**config.mk**
```make
export PLATFORM = sky130hd
export DESIGN_NAME = if_stage
export DESIGN_NICKNAME = d
export VERILOG_FILES = /design/src/rtl/if_stage.sv
export SDC_FILE = /design/constraint.sdc
export NUM_CORES = 1
export LEC_CHECK = 0
export ABC_AREA = 1
export CAP_MARGIN = 20
export CORE_UTILIZATION = 51
export DETAILED_ROUTE_END_ITERATION = 10
export PLACE_DENSITY = 0.86
export RECOVER_POWER = 50
export SETUP_SLACK_MARGIN = 0.2
export SLEW_MARGIN = 20
export SYNTH_ARGS = -nofsm -noshare
export SYNTH_HDL_FRONTEND = slang
export SYNTH_SLANG_ARGS = --single-unit
```
**constraint.sdc**
```tcl
create_clock -name clk_i -period 4 [get_ports clk_i]
set_input_delay 0.4 -clock clk_i [delete_from_list [all_inputs] [get_ports clk_i]]
set_output_delay 0.4 -clock clk_i [all_outputs]
set_load 0.01 [all_outputs]
```
**src/rtl/if_stage.sv**
```systemverilog
// Instruction-fetch stage with IF/ID pipeline register for the 5-stage MIPS pipeline.
// Owns the PC, talks to a wait-stated instruction memory and buffers data caught by a stall.
module if_stage #(
    parameter int unsigned          ADDR_W   = 32,
    parameter logic [ADDR_W-1:0]    RESET_PC = '0
) (
    input  logic              clk_i,
    input  logic              rst_i,
    input  logic              stall_i,
    input  logic              flush_i,
    input  logic [ADDR_W-1:0] branch_target_i,
    output logic              imem_req_o,
    output logic [ADDR_W-1:0] imem_addr_o,
    input  logic              imem_ready_i,
    input  logic [31:0]       imem_rdata_i,
    output logic [ADDR_W-1:0] if_id_pc_o,
    output logic [ADDR_W-1:0] if_id_pc4_o,
    output logic [31:0]       if_id_instr_o,
    output logic              if_id_valid_o,
    output logic              fetch_busy_o
);

    typedef enum logic [0:0] {
        S_FETCH = 1'b0,
        S_HELD  = 1'b1
    } fetchState_t;

    fetchState_t       state, stateNext;
    logic [ADDR_W-1:0] pc, pcNext;
    logic [ADDR_W-1:0] ifIdPc, ifIdPcNext;
    logic [ADDR_W-1:0] ifIdPc4, ifIdPc4Next;
    logic [31:0]       ifIdInstr, ifIdInstrNext;
    logic              ifIdValid, ifIdValidNext;
    logic [31:0]       holdBuf, holdBufNext;

    logic [ADDR_W-1:0] pcPlus4;
    logic [ADDR_W-1:0] alignedTarget;

    assign pcPlus4       = pc + ADDR_W'(4);
    // Word-align the redirect; the low two address bits are never meaningful.
    assign alignedTarget = branch_target_i & ~ADDR_W'(3);

    assign imem_req_o    = (state == S_FETCH) && !rst_i;
    assign imem_addr_o   = pc;
    assign fetch_busy_o  = imem_req_o && !imem_ready_i;

    assign if_id_pc_o    = ifIdPc;
    assign if_id_pc4_o   = ifIdPc4;
    assign if_id_instr_o = ifIdInstr;
    assign if_id_valid_o = ifIdValid;

    always_ff @(posedge clk_i) begin
        if (rst_i) begin
            state     <= S_FETCH;
            pc        <= RESET_PC;
            ifIdPc    <= '0;
            ifIdPc4   <= '0;
            ifIdInstr <= '0;
            ifIdValid <= 1'b0;
            holdBuf   <= '0;
        end else begin
            state     <= stateNext;
            pc        <= pcNext;
            ifIdPc    <= ifIdPcNext;
            ifIdPc4   <= ifIdPc4Next;
            ifIdInstr <= ifIdInstrNext;
            ifIdValid <= ifIdValidNext;
            holdBuf   <= holdBufNext;
        end
    end

    always_comb begin
        stateNext     = state;
        pcNext        = pc;
        ifIdPcNext    = ifIdPc;
        ifIdPc4Next   = ifIdPc4;
        ifIdInstrNext = ifIdInstr;
        ifIdValidNext = ifIdValid;
        holdBufNext   = holdBuf;

        unique case (state)
            S_FETCH: begin
                if (flush_i) begin
                    pcNext        = alignedTarget;
                    ifIdValidNext = 1'b0;
                end else if (stall_i) begin
                    // Data arriving under a stall is parked so the access isn't repeated.
                    if (imem_ready_i) begin
                        holdBufNext = imem_rdata_i;
                        stateNext   = S_HELD;
                    end
                end else if (imem_ready_i) begin
                    ifIdPcNext    = pc;
                    ifIdPc4Next   = pcPlus4;
                    ifIdInstrNext = imem_rdata_i;
                    ifIdValidNext = 1'b1;
                    pcNext        = pcPlus4;
                end else begin
                    ifIdValidNext = 1'b0;
                end
            end
            S_HELD: begin
                if (flush_i) begin
                    holdBufNext   = '0;
                    pcNext        = alignedTarget;
                    ifIdValidNext = 1'b0;
                    stateNext     = S_FETCH;
                end else if (!stall_i) begin
                    ifIdPcNext    = pc;
                    ifIdPc4Next   = pcPlus4;
                    ifIdInstrNext = holdBuf;
                    ifIdValidNext = 1'b1;
                    pcNext        = pcPlus4;
                    stateNext     = S_FETCH;
                end
            end
            default: stateNext = S_FETCH;
        endcase
    end

endmodule

```
* Word-level counts from Yosys, hierarchy flattened
Index checks and enable logic that the tools add are counted.
Operators by class: $add $sub $neg 1, eq/ne operators 10, mux-type cells 36, bitwise logic cells 1, reduce and logical (&&, ||, !) cells 8
Operators by type and width (count):
- 2-to-1 mux 32 bit | 20
- one-hot mux 32 bit (2 select lines) | 5
- adder 32 x 3 -> 32 bit, second input constant | 1
- inequality test 2 bit, second input constant | 7
- 2-to-1 mux 1 bit | 9
- inequality test 3 bit, second input constant | 3
- AND reduction 5 bit | 1
- one-hot mux 1 bit (2 select lines) | 2
- AND reduction 4 bit | 1
- AND reduction 3 bit | 1
- logical AND 1 bit | 2
- zero test 1 bit | 2
- AND reduction 2 bit | 1
- inverter 1 bit | 1
Storage, ports and cells: flip-flop bits (word level) 162, input bits 69, word-level logic and storage cells 63

* Depth between registers and ports, before layout
depth in word-level cells 5, gate-level depth with buffers 10, depth with buffers taken out 9

* Worst setup path before layout
No wires, ideal clock.
kind input-to-output, start point in rst_i, end point out fetch_busy_o, arrival 1.093 ns, required time 3.600 ns, setup slack 2.507 ns, stages 3, buffers on the path 2, cells stage by stage clkbuf_1 > clkbuf_1 > nor2_1
On the way: word-level cells in the longest chain between the ends 3
Ends and longest elaborated chain:
- from (decl) | line 8 | input logic rst_i,
- zero test 1 bit | line 43 | assign imem_req_o = (state == S_FETCH) && !rst_i;
- logical AND 1 bit | line 43
- logical AND 1 bit | line 45 | assign fetch_busy_o = imem_req_o && !imem_ready_i;
- to (decl) | line 20 | output logic fetch_busy_o
Every way passes these cells.

* Final worst setup path
start point in imem_ready_i, end point reg ifIdInstr[0], in the netlist if_id_instr_o[0]
On the way: word-level cells in the longest chain between the ends 2
Ends and longest elaborated chain:
- from (decl) | line 14 | input logic imem_ready_i,
- inequality test 2 bit (no line)
- AND reduction 5 bit (no line)
- to (signal assigned) | line 66 | ifIdInstr <= ifIdInstrNext;
- to (decl) | line 32 | logic [31:0] ifIdInstr, ifIdInstrNext;
Every way passes these cells. A chain may end at the register's enable or synchronous reset.

==> impl_metrics.tcl <==
set metrics [dict create \
    cts.sinks 156 \
    rsz0062_at_grt "false" \
    antenna_found_initial 1 \
    fp.dieArea_mm2 0.0134 \
    critPathTopFamily "buffers and inverters" \
    final_common_cell "nand2_1" \
    ys.flop_type "dfxtp_1" \
    power.total_mw 4.00 \
    worstSetupPathType "input port to register" \
    endpoint_kind "register" \
    avgSynthCellArea_um2 7.48 \
    fmax_ghz 0.337 \
    synth_seq_cells 156 \
    cts_resized 0 \
    grt-ovfl-total 0 \
    fillers 1007 \
    syn_inst 881 \
    grt_pass1_wl_mm 29.1 \
    grt_pass1_vias 5956 \
    core_mm2 0.0126 \
    htree_levels 4 \
    min_path_type "register to register" \
    start_kind "input port" \
    num_rows 41 \
    cts_tree "yes" \
    ant_nets 0 \
    crit_fanout 72 \
    setup_viol 0 \
    cp.buffers_inverters 3 \
    drtPass1Iterations 6 \
    cp_cell_sequence "dlygate4sd3_1 > nor2_1 > nor2_1 > nand2_4 > inv_4 > buf_4 > o21ai_0 > a31oi_1" \
    area_growth_pct 38.3 \
    use_met1 0.350 \
    io_buffers 191 \
    hold_buffers 0 \
    met2_usage 0.452 \
    hpwl_mm 12.0 \
    netlist_area_mm2 0.00659 \
    p_leak_nw 3.76 \
    met3_usage 0.0732 \
    fin_crit_ps 2970 \
    slew_headroom 0.375 \
    worst_pin_slew_ps 936 \
    clockBufferDepth 2 \
    wl_per_cell_um 15.1 \
    status "finished clean" \
    drive_above_1_share 0.0626 \
    synth_edf_count 0 \
    crit_slowest_cell "inv_4" \
    die_y_um 116 \
    cts_buffers 17 \
    clkLatencyLatePin_ps 420 \
    busiest_layer "met2" \
    start_util 0.522 \
    io_pins 200 \
    clkTransAtPathRegs_ps 60 \
    power.density_mw_per_mm2 439 \
    crit_arrival_ps 3320 \
    max_cap_violations 0 \
    gp_congestion 0.845 \
    yosysWarnings 0 \
    postCtsSetupBuffers 0 \
    max_stage_delay_ps 640 \
    cpMostUsedCell "nor2_1" \
    ir_worst_vdd_uv 270 \
    mostFrequentLayoutCells "215 x nand2_1, 156 x dfxtp_1, 124 x dlygate4sd3_1" \
    finalCritPeriodShare 0.742 \
    clockRootBuffer "clkbuf_16" \
    wirelength_mm 18.6 \
    setup_tns_ps 0 \
    required_ps 4350 \
    synthDistinctLibCells 35 \
    hold_viol_final 0 \
    viasPerCell 5.33 \
    die_w_um 116 \
    finalMaxSlewViolations 0 \
    async_flop_share 0 \
    fin_nets 1111 \
    drcViolationCount 0 \
    grt_max_degree 74 \
    yosysSeqAreaShare 0.474 \
    skew_ps 5.12 \
    num_vias 6539 \
    drt_iter0_markers 586 \
    track_usage 0.279 \
]
## worst paths after layout
check | cells after the start | to | slack [ps] | startpoint
setup reg to reg | 7 | if_id_instr_o[0]$_SDFFE_PP0P_ | 1220 | state$_SDFF_PP0_
setup / recovery | 8 | if_id_instr_o[0]$_SDFFE_PP0P_ | 1030 | imem_ready_i
hold reg to reg | 2 | if_id_pc4_o[3]$_SDFFE_PP0P_ | 460 | if_id_pc4_o[3]$_SDFFE_PP0P_
hold / removal | 2 | if_id_pc4_o[3]$_SDFFE_PP0P_ | 460 | if_id_pc4_o[3]$_SDFFE_PP0P_
## per-stage QoR
stage	worst slack, ps	hold slack [ps]	cells	cell area, um^2	utilization
2_1_floorplan	2510	447	886	6610	-
3_3_place_gp	1050	434	1194	8450	0.669
3_5_place_dp	958	453	1194	8450	0.669
4_1_cts	1180	462	1226	9140	0.724
5_1_grt	766	472	1227	9110	0.722
6_report	1030	456	1227	9110	0.722
## worst reg2reg max path: cells and delay by family (launching register included)
kind	cells	cell delay, ps
AOI/OAI and AO/OA	2	370
buffers and inverters	2	1090
DFF	1	330
and+or+nand+nor	3	920
## state kept, by name, summed over array words and instances (netlist names)
| name | cells |
|---|---|
| state | 1 |
| holdBuf | 32 |
| if_id_pc4_o | 30 |
| if_id_pc_o | 30 |
| if_id_instr_o | 32 |
| if_id_valid_o | 1 |
| imem_addr_o | 30 |
## synth_stat cells, drive strengths merged (6+ instances only)
cell,instances,area share
a211oi,6,0.011
a21oi,112,0.085
a31oi,39,0.037
buf,32,0.033
clkbuf,29,0.017
dfxtp,156,0.47
inv,64,0.037
nand2,221,0.13
nand3,40,0.030
nor2,52,0.043
o21ai,117,0.089
## cell families (layout without fill, tap and decap cells)
kind of cell	after synthesis	count (layout)	synth area share
adders and majority gates	1	1	0.00190
other	1	7	0.000569
and+or+nand+nor	318	318	0.207
buffers and inverters	126	294	0.0877
DFF	156	156	0.474
xor gates and xnor gates	2	2	0.00266
AOI/OAI and AO/OA	277	277	0.226
## metal layers
| layer | vias to the layer above | share of wire |
|---|---|---|
| li1 | 3248 | - |
| met3 | 40 | 0.084 |
| met5 | - | 0 |
| met1 | 2963 | 0.43 |
| met4 | 0 | 0.028 |
| met2 | 288 | 0.46 |
## cell type report
| type | instances | area, um^2 | share of cell area |
|---|---|---|---|
| multi-input cells | 604 | 2880 | 0.316 |
| well taps | 172 | 215 | 0.0236 |
| clock buffers | 20 | 457 | 0.0501 |
| flip-flops and latches | 156 | 3120 | 0.343 |
| inverters | 65 | 248 | 0.0272 |
| diodes | 1 | 2.50 | 0.000275 |
| repair buffers | 197 | 1950 | 0.214 |
| clock inverters | 12 | 240 | 0.0264 |
## report_power, final
group          internal, mW  switching, mW
combinational         0.196          0.227
clock                  1.26          0.629
sequential             1.63         0.0548
Power figures use the tool's default switching activity.
